$ cat src/rtl/fetch_sequencer.sv
// Instruction fetch sequencer: owns the fetch PC, issues single-outstanding
// memory reads and buffers returned instructions in a small FIFO toward decode.
module fetch_sequencer #(
    parameter logic [31:0] RESET_PC = 32'h0000_0000,
    parameter int unsigned DEPTH    = 2
) (
    input  logic        clk,
    input  logic        reset,
    input  logic        redirect_valid,
    input  logic [31:0] redirect_pc,
    output logic        mem_req_valid,
    output logic [31:0] mem_req_addr,
    input  logic        mem_req_ready,
    input  logic        mem_rsp_valid,
    input  logic [31:0] mem_rsp_data,
    output logic        out_valid,
    output logic [31:0] out_instr,
    output logic [31:0] out_pc,
    input  logic        out_ready,
    output logic        busy
);
    localparam int unsigned PTR_W = (DEPTH > 1) ? $clog2(DEPTH) : 1;
    localparam int unsigned CNT_W = $clog2(DEPTH + 1);
    localparam logic [CNT_W-1:0] DEPTH_C = CNT_W'(DEPTH);

    typedef enum logic [1:0] {
        S_IDLE    = 2'd0,
        S_REQ     = 2'd1,
        S_WAIT    = 2'd2,
        S_DISCARD = 2'd3
    } state_e;

    state_e           state_q, state_d;
    logic [31:0]      fetch_pc_q;
    logic [31:0]      req_pc_q;
    logic [31:0]      instr_q [DEPTH];
    logic [31:0]      pc_q    [DEPTH];
    logic [PTR_W-1:0] wr_ptr_q, rd_ptr_q;
    logic [CNT_W-1:0] count_q;
    logic [CNT_W-1:0] count_after_s;
    logic             accept_s;
    logic             push_s;
    logic             pop_s;
    logic             redirect_lsb_unused_s;

    assign redirect_lsb_unused_s = ^redirect_pc[1:0];

    // A response that coincides with a redirect belongs to the old path and is never pushed.
    assign accept_s      = (state_q == S_REQ) & mem_req_ready;
    assign push_s        = (state_q == S_WAIT) & mem_rsp_valid & ~redirect_valid;
    assign pop_s         = (count_q != {CNT_W{1'b0}}) & out_ready;
    assign count_after_s = count_q + CNT_W'(push_s) - CNT_W'(pop_s);

    // State register.
    always_ff @(posedge clk) begin
        if (reset) begin
            state_q <= S_IDLE;
        end else begin
            state_q <= state_d;
        end
    end

    // Next-state logic; a redirect overrides the normal flow in every state.
    always_comb begin
        state_d = state_q;
        if (redirect_valid) begin
            case (state_q)
                S_IDLE:    state_d = S_REQ;
                S_REQ:     state_d = mem_req_ready ? S_DISCARD : S_REQ;
                S_WAIT:    state_d = mem_rsp_valid ? S_REQ : S_DISCARD;
                S_DISCARD: state_d = mem_rsp_valid ? S_REQ : S_DISCARD;
                default:   state_d = S_IDLE;
            endcase
        end else begin
            case (state_q)
                S_IDLE:    state_d = (count_q < DEPTH_C) ? S_REQ : S_IDLE;
                S_REQ:     state_d = mem_req_ready ? S_WAIT : S_REQ;
                S_WAIT: begin
                    if (mem_rsp_valid) begin
                        state_d = (count_after_s < DEPTH_C) ? S_REQ : S_IDLE;
                    end else begin
                        state_d = S_WAIT;
                    end
                end
                S_DISCARD: state_d = mem_rsp_valid ? S_REQ : S_DISCARD;
                default:   state_d = S_IDLE;
            endcase
        end
    end

    // Memory-side outputs derived from the state register.
    always_comb begin
        mem_req_valid = (state_q == S_REQ);
        mem_req_addr  = fetch_pc_q;
        busy          = (state_q != S_IDLE);
    end

    // Fetch PC, in-flight request PC and FIFO bookkeeping.
    always_ff @(posedge clk) begin
        if (reset) begin
            fetch_pc_q <= RESET_PC;
            req_pc_q   <= RESET_PC;
            wr_ptr_q   <= {PTR_W{1'b0}};
            rd_ptr_q   <= {PTR_W{1'b0}};
            count_q    <= {CNT_W{1'b0}};
        end else begin
            if (redirect_valid) begin
                fetch_pc_q <= {redirect_pc[31:2], 2'b00};
            end else if (accept_s) begin
                fetch_pc_q <= fetch_pc_q + 32'd4;
            end
            if (accept_s) begin
                req_pc_q <= fetch_pc_q;
            end
            if (redirect_valid) begin
                wr_ptr_q <= {PTR_W{1'b0}};
                rd_ptr_q <= {PTR_W{1'b0}};
                count_q  <= {CNT_W{1'b0}};
            end else begin
                if (push_s) begin
                    wr_ptr_q <= wr_ptr_q + PTR_W'(1'b1);
                end
                if (pop_s) begin
                    rd_ptr_q <= rd_ptr_q + PTR_W'(1'b1);
                end
                count_q <= count_after_s;
            end
        end
    end

    // FIFO storage; contents are only observable through count_q, so no reset needed.
    always_ff @(posedge clk) begin
        if (push_s && !reset) begin
            instr_q[wr_ptr_q] <= mem_rsp_data;
            pc_q[wr_ptr_q]    <= req_pc_q;
        end
    end

    // Decode-side outputs: head entry, forced to zero while empty.
    always_comb begin
        out_valid = (count_q != {CNT_W{1'b0}});
        if (count_q != {CNT_W{1'b0}}) begin
            out_instr = instr_q[rd_ptr_q];
            out_pc    = pc_q[rd_ptr_q];
        end else begin
            out_instr = 32'h0000_0000;
            out_pc    = 32'h0000_0000;
        end
    end

endmodule

$ cat config.mk
export PLATFORM = sky130hd
export DESIGN_NAME = fetch_sequencer
export DESIGN_NICKNAME = d
export VERILOG_FILES = /design/src/rtl/fetch_sequencer.sv
export SDC_FILE = /design/constraint.sdc
export NUM_CORES = 1
export LEC_CHECK = 0
export ABC_CLOCK_PERIOD_IN_PS = 4500
export BUFFER_PORTS_ARGS = -buffer_cell sky130_fd_sc_hd__buf_4
export CAP_MARGIN = 10
export CORE_MARGIN = 1
export CORE_UTILIZATION = 50
export CTS_CLUSTER_SIZE = 28
export DETAILED_ROUTE_END_ITERATION = 10
export GPL_ROUTABILITY_DRIVEN = 0
export PLACE_DENSITY_LB_ADDON = 0.05
export SLEW_MARGIN = 10
export SYNTH_ARGS = -nofsm -noshare
export SYNTH_HDL_FRONTEND = slang
export SYNTH_SLANG_ARGS = --single-unit
export TNS_END_PERCENT = 1
$ cat constraint.sdc
create_clock -name clk -period 4.5 [get_ports clk]
set_clock_uncertainty 0.1 [all_clocks]
set_input_delay 0.225 -clock clk [delete_from_list [all_inputs] [get_ports clk]]
set_output_delay 0.225 -clock clk [all_outputs]
set_load 0.005 [all_outputs]
==> qor.yml <==
final_layout:
  area_growth_pct: 32.5
  fillers: 1145
  final_common_cell: "buf_4"
  final_area_mm2: 0.0104
  num_antenna_cells: 0
  drive_gt1_share_pct: 23.9
  final_cell_mix: "buf_4 (169), edfxtp_1 (124), nor2_1 (92)"
  final_core_util_pct: 68.2
  stdcell_count: 1095
  fin_nets: 944
setup_path:
  crit_type: "reg2reg"
  critPathArrivalTime_ps: 2490
  cp_max_fo: 42
  end_kind: "flop"
  r2r_start: "state_q[1]$_SDFF_PP0_"
  r2r_cells: 4
  critPathLaunchType: "flop"
  r2r_setup_slack_ps: 1980
  r2r_end: "pc_q[1][16]$_DFFE_PP_"
  crit_required_ps: 4460
sta:
  slew_violations: 0
  min_period_ps: 2520
  rsz0062_at_grt: "no"
  setup_viol_count_final: 0
  period_share_pct: 56.1
  timing.fmax_ghz: 0.396
  slew_headroom_pct: 24.9
  fin_tns_setup_ps: 0
  worst_slew_pin_slew_ps: 1130
  hold_violations: 0
  setup_ws_ps: 1980
  hold_slack_ps: 14.5
route:
  ant_nets: 0
  drc: 0
  wire_per_inst_um: 16.2
  routed_wl_um: 17800
  first_pass_iters: 4
  route.vias.total: 5813
  initialDrtViolationCount: 354
  avgViaCountPerCell: 5.31
global_routing:
  gr-total-overflow: 0
  track_usage_pct: 22.6
  grt_pass1_vias: 5565
  grt_antenna_before_repair: 0
  grt_max_degree: 71
  grt_pass1_wl_um: 28000
synthesis:
  synth-compound-area-share_pct: 7.27
  synth_top_family_by_area: "simple AND/OR/NAND/NOR gates"
  yosysTopAreaCellShare_pct: 47.4
  yosys-top-cells-area: "edfxtp_1 (47%), dfxtp_1 (17%), mux2i_1 (8.0%)"
  synth_edf_count: 124
  yosysSeqAreaShare_pct: 64.5
  yosysWarningCount: 0
  synth_simple_gate_area_share_pct: 15.1
  synth_area_mm2: 0.00785
  synth_cell_types: 52
  synth_top_area_cell: "edfxtp_1"
  synth_cells: 667
  yosys.area_share.adder_pct: 0.478
  yosys.area_share.xor_xnor_pct: 1.45
  ys_ff_latch: 191
  synth.area.mux_share_pct: 8.03
  syn_avg_cell_area_um2: 11.8
  synthFlopType: "edfxtp_1"
  async_flop_share_pct: 0
worst_hold_path:
  worstHoldPathCells: 3
  hold_end: "mem_req_addr[27]$_SDFFE_PP0P_"
  worstHoldStart: "redirect_pc[27]"
  hold_class: "in2reg"
clock_tree:
  h-tree-depth: 4
  clk-insertion-delay-late_ps: 420
  cts_resized: 0
  numCtsBuffers: 17
  cts_tree: "done"
  path_clk_slew_ps: 70
  cts-root-buf: "clkbuf_16"
  cts_sinks: 191
  clk_path_buf_depth: 2
pwr:
  leakagePower_nw: 3.80
  p_per_area_mw_per_mm2: 355
  peakVddDrop_uv: 282
  p_total_mw: 3.69
die:
  die_height_um: 127
  io_pins: 169
  start_util_pct: 51.5
  rows: 45
  die_w_um: 127
  coreArea_mm2: 0.0153
  fp.dieArea_mm2: 0.0162
placement:
  io_buffers: 162
  place_inst: 1005
  preCtsSetupSlack_ps: 1850
  placed_area_mm2: 0.00922
  place_hpwl_um: 11400
run_status:
  status: "completed"
job:
  maxCapViolations: 0
==> kinds of logic after synthesis <==
kind of cell               count (synthesis)
muxes                                     63
other                                      1
adders and majority gates                  3
xor gates and xnor gates                  13
AOI/OAI and AO/OA                         85
DFF                                      191
buffers and inverters                     58
and+or+nand+nor                          253
==> Yosys cell counts, types with 4 or more instances <==
cell and number:
mux2i_1 63, o21ai_0 9, or3_1 6, buf_1 6, xor2_1 5, inv_1 13
a2111oi_0 4, nor4_1 7, buf_2 8, a21oi_1 34, clkbuf_1 26, or4_1 7
a311oi_1 10, nand3_1 11, nand4_1 14, buf_4 4, and3_1 4, nor2_1 94
and4_1 5, nand2_1 78, edfxtp_1 124, xnor2_1 8, a211oi_1 10, nor3_1 7
dfxtp_1 67
==> how the worst max path moves through the flow <==
stage                                     start                      end  cells after the start
after global placement                    reset  instr_q[1][6]$_DFFE_PP_                      4
final                     state_q[1]$_SDFF_PP0_    pc_q[1][16]$_DFFE_PP_                      4
after CTS                 state_q[1]$_SDFF_PP0_     pc_q[1][2]$_DFFE_PP_                      4
after detailed placement                  reset  instr_q[1][5]$_DFFE_PP_                      4
after global routing      state_q[1]$_SDFF_PP0_     pc_q[1][2]$_DFFE_PP_                      4
after floorplan           state_q[1]$_SDFF_PP0_  instr_q[0][0]$_DFFE_PP_                      4
==> sequential cells by signal, indices dropped and copies added (netlist names), named ones only <==
register      flops
rd_ptr_q          1
mem_req_addr     30
pc_q             60
state_q           2
count_q           2
instr_q          64
wr_ptr_q          1
req_pc_q         30
==> area by class of cell <==
cell class	count	area (µm²)	share of cell area [%]
Clock buffer	20	478	4.60
Clock inverter	12	121	1.17
Inverter	13	48.8	0.469
Multi-Input combinational cell	421	2570	24.7
Sequential cell	191	5070	48.7
Tap cell	211	264	2.54
Timing Repair Buffer	227	1850	17.8
==> metal layers <==
metal | vias up | share of wire (%) | track usage [%]
met1 | 2774 | 45 | 30.4
met2 | 186 | 48 | 36.8
met5 | - | 0 | 0
met3 | 18 | 5.3 | 4.40
li1 | 2835 | - | -
met4 | 0 | 1.3 | 7.49
==> critical path, cell delays in order, from the launching register on <==
cell and delay (ps):
dfxtp_1 490, nand2_1 90, nor2_1 230, and3_2 610
buf_4 580
==> power by group <==
group / switching [mW] / leakage, nW / internal (mW)
Clock: 0.663 / 0.293 / 0.837
Sequential: 0.0507 / 1.76 / 1.89
Combinational: 0.110 / 1.74 / 0.136
==> timing repair <==
item,in CTS,in global routing
setup buffers,0,0
hold buffers,58,0
endpoints found under the hold margin,90,0
(Power assumes the default switching activity.)
